### src/rtl/vend_sequencer.sv
// Vending transaction controller: coin credit, priced selection, dispenser
// request/acknowledge handshake with timeout refund, and unit-by-unit change.
module vend_sequencer #(
    parameter int CREDIT_W = 4,
    parameter int PRICE    = 3,
    parameter int TIMEOUT  = 15
) (
    input  logic                clk,
    input  logic                rst,
    input  logic                coin,
    input  logic                sel_valid,
    input  logic [2:0]          sel_code,
    input  logic                cancel,
    output logic                disp_req,
    output logic [2:0]          disp_code,
    input  logic                disp_ack,
    output logic                change_pulse,
    output logic [CREDIT_W-1:0] credit,
    output logic                busy,
    output logic                coin_reject,
    output logic                err
);

    localparam int TIMER_W = (TIMEOUT > 1) ? $clog2(TIMEOUT) : 1;
    localparam logic [CREDIT_W-1:0] MAX_CREDIT = '1;
    localparam logic [CREDIT_W-1:0] PRICE_C    = CREDIT_W'(PRICE);
    localparam logic [TIMER_W-1:0]  TIMER_LAST = TIMER_W'(TIMEOUT - 1);

    typedef enum logic [1:0] {
        ST_IDLE,
        ST_CREDIT,
        ST_DISPENSE,
        ST_CHANGE
    } state_t;

    state_t               state;
    logic [TIMER_W-1:0]   timer;
    logic                 coin_ok;
    logic [CREDIT_W-1:0]  credit_inc;
    logic [CREDIT_W:0]    refund_sum;
    logic [CREDIT_W-1:0]  refund;

    // A coin is accepted only while the register has headroom; a timeout
    // refund saturates at the maximum and silently drops the excess.
    assign coin_ok    = coin && (credit != MAX_CREDIT);
    assign credit_inc = credit + {{(CREDIT_W-1){1'b0}}, coin_ok};
    assign refund_sum = {1'b0, credit} + (CREDIT_W+1)'(PRICE);
    assign refund     = (refund_sum > {1'b0, MAX_CREDIT}) ? MAX_CREDIT
                                                          : refund_sum[CREDIT_W-1:0];

    always_ff @(posedge clk) begin
        if (rst) begin
            state        <= ST_IDLE;
            timer        <= '0;
            credit       <= '0;
            disp_req     <= 1'b0;
            disp_code    <= '0;
            change_pulse <= 1'b0;
            busy         <= 1'b0;
            coin_reject  <= 1'b0;
            err          <= 1'b0;
        end else begin
            change_pulse <= 1'b0;
            coin_reject  <= 1'b0;
            err          <= 1'b0;
            case (state)
                ST_IDLE, ST_CREDIT: begin
                    coin_reject <= coin && !coin_ok;
                    // Cancel outranks selection; the affordability test uses the pre-coin credit.
                    if (cancel && state == ST_CREDIT) begin
                        credit <= credit_inc;
                        state  <= ST_CHANGE;
                        busy   <= 1'b1;
                    end else if (sel_valid && credit >= PRICE_C) begin
                        disp_code <= sel_code;
                        credit    <= credit_inc - PRICE_C;
                        timer     <= '0;
                        disp_req  <= 1'b1;
                        busy      <= 1'b1;
                        state     <= ST_DISPENSE;
                    end else begin
                        err    <= sel_valid;
                        credit <= credit_inc;
                        state  <= (credit_inc == '0) ? ST_IDLE : ST_CREDIT;
                    end
                end
                ST_DISPENSE: begin
                    coin_reject <= coin;
                    if (disp_ack) begin
                        disp_req <= 1'b0;
                        if (credit != '0) begin
                            state <= ST_CHANGE;
                        end else begin
                            state <= ST_IDLE;
                            busy  <= 1'b0;
                        end
                    end else if (timer == TIMER_LAST) begin
                        disp_req <= 1'b0;
                        err      <= 1'b1;
                        credit   <= refund;
                        state    <= ST_CHANGE;
                    end else begin
                        timer <= timer + 1'b1;
                    end
                end
                ST_CHANGE: begin
                    coin_reject <= coin;
                    if (credit != '0) begin
                        change_pulse <= 1'b1;
                        credit       <= credit - 1'b1;
                    end else begin
                        state <= ST_IDLE;
                        busy  <= 1'b0;
                    end
                end
                default: begin
                    state <= ST_IDLE;
                    busy  <= 1'b0;
                end
            endcase
        end
    end

endmodule

### config.mk
export PLATFORM = sky130hd
export DESIGN_NAME = vend_sequencer
export DESIGN_NICKNAME = d
export VERILOG_FILES = /design/src/rtl/vend_sequencer.sv
export SDC_FILE = /design/constraint.sdc
export NUM_CORES = 1
export LEC_CHECK = 0
export ABC_AREA = 1
export CELL_PAD_IN_SITES_DETAIL_PLACEMENT = 1
export CELL_PAD_IN_SITES_GLOBAL_PLACEMENT = 2
export CORE_AREA = 2 2 64 66
export DETAILED_ROUTE_END_ITERATION = 8
export DIE_AREA = 0 0 66 68
export DONT_BUFFER_PORTS = 1
export PLACE_DENSITY_LB_ADDON = 0.1
export REMOVE_ABC_BUFFERS = 1
export SLEW_MARGIN = 20
export SYNTH_ARGS = -nofsm -noshare
export SYNTH_HDL_FRONTEND = slang
export SYNTH_SLANG_ARGS = --single-unit
### constraint.sdc
create_clock -name clk -period 2.7 [get_ports clk]
set_input_delay 0.675 -clock clk [delete_from_list [all_inputs] [get_ports clk]]
set_output_delay 0.675 -clock clk [all_outputs]
set_load 0.01 [all_outputs]
# [Yosys cells after proc, flatten, opt, wreduce, memory -nomap -nowiden]
# Index checks and enable logic that the tools add are counted.
[classes] add_sub_neg=5 magnitude_cmp=2 n_eq_ne=15 muxes=36 n_bitwise=2 n_reduce_logical=18
[ops] op="$mux W4" count=10
[ops] op="$ne A2 B2 Y1 const B" count=8
[ops] op="$mux W1" count=13
[ops] op="$mux W2" count=6
[ops] op="$pmux W4 S3" count=1
[ops] op="$pmux W4 S2" count=1
[ops] op="$ne A3 B3 Y1 const B" count=2
[ops] op="$pmux W1 S2" count=3
[ops] op="$pmux W2 S3" count=1
[ops] op="$reduce_and A3 Y1" count=2
[ops] op="$reduce_or A2 Y1" count=3
[ops] op="$add A4 B2 Y5 const B" count=1
[ops] op="$gt A5 B4 Y1 const B" count=1
[ops] op="$reduce_and A5 Y1" count=1
[ops] op="$add A4 B1 Y4" count=1
[ops] op="$add A4 B1 Y4 const B" count=1
[ops] op="$eq A2 B2 Y1 const B" count=2
[ops] op="$eq A4 B4 Y1 const B" count=1
[ops] op="$ge A4 B2 Y1 const B" count=1
[ops] op="$logic_and A1 B1 Y1" count=4
[ops] op="$logic_not A4 Y1" count=1
[ops] op="$ne A4 B4 Y1 const B" count=1
[ops] op="$reduce_and A2 Y1" count=2
[ops] op="$reduce_and A4 Y1" count=1
[ops] op="other kinds (9)" count=10
[word_totals] ff_bits=18 in_bits=9 out_inout_bits=12 word_cells=87

# [Logic depth before layout (Yosys ltp)]
[logic_depth] ltp_word=8 ltp_mapped=17 ltp_nobuf=17

# [Worst setup path after synthesis]
# Ideal clock, no wire load.
[synth_timing] path_kind="reg-to-reg" from="register credit[2]" to="register credit[1]" setup_time_ps=129 t_arrival_ps=1865 t_required_ps=2571 path_slack_ps=706 path_stages_with_launch=13 n_path_buf=0 synth_period_minus_slack_ps=1994 cell_sequence="dfxtp_1 > nand2_1 > inv_1 > nand2_1 > nand2_1 > inv_1 > ha_1 > ha_1 > ha_1 > nand4_1 > nand3_1 > nand2_1 > a21oi_2"
[synth_between] elab_chain_len=7 word_cells_on_any_way=17 classes_between="add/sub: 3; order compare: 2; eq/ne: 2; mux: 6; reduce/logical: 4"
[synth_rtl] element="start, declared" line_no="18" rtl="output logic [CREDIT_W-1:0] credit,"
[synth_rtl] element="start signal, assigned" line_no="71" rtl="credit <= credit_inc;"
[synth_rtl] element="start signal, assigned" line_no="76" rtl="credit <= credit_inc - PRICE_C;"
[synth_rtl] element="start signal, assigned" line_no="83" rtl="credit <= credit_inc;"
[synth_rtl] element="$ne A4 B4 Y1" line_no="45" rtl="assign coin_ok = coin && (credit != MAX_CREDIT);"
[synth_rtl] element="$logic_and A1 B1 Y1" line_no="45"
[synth_rtl] element="$add A4 B1 Y4" line_no="46" rtl="assign credit_inc = credit + {{(CREDIT_W-1){1'b0}}, coin_ok};"
[synth_rtl] element="$sub A4 B2 Y4" line_no="76"
[synth_rtl] element="$mux W4" line_no="74" rtl="end else if (sel_valid && credit >= PRICE_C) begin"
[synth_rtl] element="$mux W4" line_no="70" rtl="if (cancel && state == ST_CREDIT) begin"
[synth_rtl] element="$pmux W4 S3" line_no="66" rtl="case (state)"
# Parallel ways exist; a longest one is shown, timed or not. The select of a mux whose other input is x is not followed.
# A chain may end at the register's enable or synchronous reset.

# [Worst setup path after layout]
[layout_timing] from="register credit[0]" to="register credit[1]"
# The elaborated chain is that of the path after synthesis.

==> results.tsv <==
metric	value	unit
outcome	complete, no violations	
cts_inserted_buffers	3	
synth-seq-area-share	28.9	%
clock_path_buffers	2	
synthMuxAreaShare	0	%
critPathMaxFanout	6	
firstDrtPassIters	4	
setup_viol_count_final	0	
timing.final.crit_share	80.2	%
cp-end-kind	flip-flop	
critPathSlowestCell	dfxtp_1	
postRouteAntennaNets	0	
reg2reg_slack	0.54	ns
cts_resized	0	
min_path_type	in2reg	
final_common_cell	nand2_1	
rsz0062_at_grt	false	
drcViolationCount	0	
arrival	2.33	ns
peakVddDrop	0.000322	V
stdcell_count	237	
grt_pass1_vias	1224	
worstMarginPinSlew	0.374	ns
path_clk_slew	0.08	ns
route.detailed.wl_per_inst	15.2	µm
crit_path_cell_trace	ha_1 -> nand2_1 -> nand2_1 -> inv_1 -> ha_1 -> ha_1 -> ha_1 -> nand4_1 -> nand3_1 -> nand2_1 -> a21oi_2	
ys_warn_count	0	
skew	0.00359	ns
routed_via_density	4.88	
drive_above_1_share	13.4	%
io_buffers	0	
worstHoldStart	rst	
overflow	0	
relSlewSlack	75.1	%
maxCapViolations	0	
clkLatencyLatePin	0.27	ns
cts_root_buf	clkbuf_8	
post_cts_buffers	0	
antenna_found_initial	0	
routed_wl	3600	µm
synth_area_leaders	dfxtp_1 (29%), nand2_1 (13%), ha_1 (9.0%), inv_1 (7.5%), nor2_1 (6.0%)	
p_leak	0.654	nW
hpwl	2880	µm
synthAdderAreaFrac	9.02	%
fillCellCount	519	
start_util	32.4	%
synth_xor_area_share	2.10	%
cts_tree	yes	
nets	206	
placed_cells	233	
netlist_area	0.00125	mm²
period_needed	2.16	ns
grt_pass1_wl	6040	µm
diodes	0	
startpoint	credit[0]$_SDFFE_PP0P_	
grt_usage	18.2	%
routabilityCongestion	0.771	
synth_seq_cells	18	
setup_tns	0	ns
start_kind	flip-flop	
htreeDepth	1	
synthSimpleGateAreaFrac	35.4	%
synth_compound_area_share	15.0	%
cpLargestDelayFamily	adder cells	
syn2layout_area_growth	9.42	%
p_total	1.45	mW
synth_top_family_by_area	simple AND/OR/NAND/NOR gates	
crit_path_frequent_cell	ha_1	
synthCells	183	
row_count	23	
worstSetupPathType	reg2reg	
final_cell_mix	nand2_1 (42), inv_1 (25), nor2_1 (20), dfxtp_1 (18)	
critPathBufInv	1	
syn_avg_cell_area	6.82	µm²
grt_start_max_net_pins	14	
max_stage_delay	0.50	ns
power_density	1060	mW/mm²
synth_top_area_cell	dfxtp_1	
required	2.87	ns
max_freq	0.462	GHz
die-width	66	µm
cts-hold-fix-buffers	0	
r2r-start	credit[0]$_SDFFE_PP0P_	
hold_viol	0	
clock-sinks	18	
slew_viol_final	0	
vias	1156	
io_pins	21	
drtIter0Drc	21	
die_y	68	µm
die-area	0.00449	mm²
synth_cell_types	27	
core	0.00386	mm²
synth_top_area_share	28.9	%
path summary, 6_finish.rpt:
path | end | cells past startpoint
worst min register to register | timer[0]$_SDFFE_PP0P_ | 2
worst min-delay path | timer[2]$_SDFFE_PP0P_ | 1
worst max-delay path | credit[1]$_SDFFE_PP0P_ | 11
worst max register to register | credit[1]$_SDFFE_PP0P_ | 11
worst reg2reg max path: stages, from the launching register on:
cell     delay [ns]
dfxtp_1        0.50
ha_1           0.23
nand2_1        0.07
nand2_1        0.06
inv_1          0.04
ha_1           0.19
ha_1           0.33
ha_1           0.31
nand4_1        0.09
nand3_1        0.10
nand2_1        0.10
a21oi_2        0.05
layout make-up:
type	instances	area, µm²	area share, %
tap	50	62.6	4.58
sequential	18	360	26.4
timing repair buffer	2	15.0	1.10
clock buffer	4	55.1	4.03
multi-input combinational	135	768	56.2
inverter	28	105	7.69
kinds of logic after synthesis:
family / Yosys count
simple gates: 90
flops: 18
buf+inv: 30
xor+xnor: 3
fa+ha+maj: 9
compound gates: 33
metal layers:
layer | part of all wire (%) | GRT usage (%)
met1 | 45 | 21.5
met2 | 50 | 33.0
met3 | 3.1 | 3.29
met4 | 1.2 | 7.14
met5 | 0 | 0
state kept, by name, summed over array words and instances, names as in the netlist:
register and count:
coin_reject 1, change_pulse 1, err 1, busy 1, state 2, disp_req 1, credit 4, disp_code 3
timer 4
power by group:
group          switching, mW  internal [mW]
Combinational          0.513          0.258
Clock                  0.104          0.130
Sequential             0.103          0.343
Total                  0.720          0.731
through the flow:
stage	util [%]	worst slack, ns	hold slack (ns)	cell area (µm²)
global route	35.4	0.332	0.447	1370
detailed placement	34.0	0.545	0.497	1310
CTS	35.4	0.524	0.455	1370
finish	35.4	0.535	0.459	1370
floorplan	-	0.714	0.474	1230
global placement	34.0	0.596	0.493	1310
Yosys cell counts (all sizes together):
| cell | n |
|---|---|
| a21oi | 13 |
| a31oi | 2 |
| buf | 1 |
| clkbuf | 1 |
| dfxtp | 18 |
| ha | 9 |
| inv | 28 |
| nand2 | 47 |
| nand3 | 16 |
| nand4 | 3 |
| nor2 | 23 |
| nor3 | 1 |
| o211ai | 1 |
| o21ai | 14 |
| o21bai | 2 |
| o22ai | 1 |
| xor2 | 3 |
Note: power is estimated with default switching activity, not from simulation.
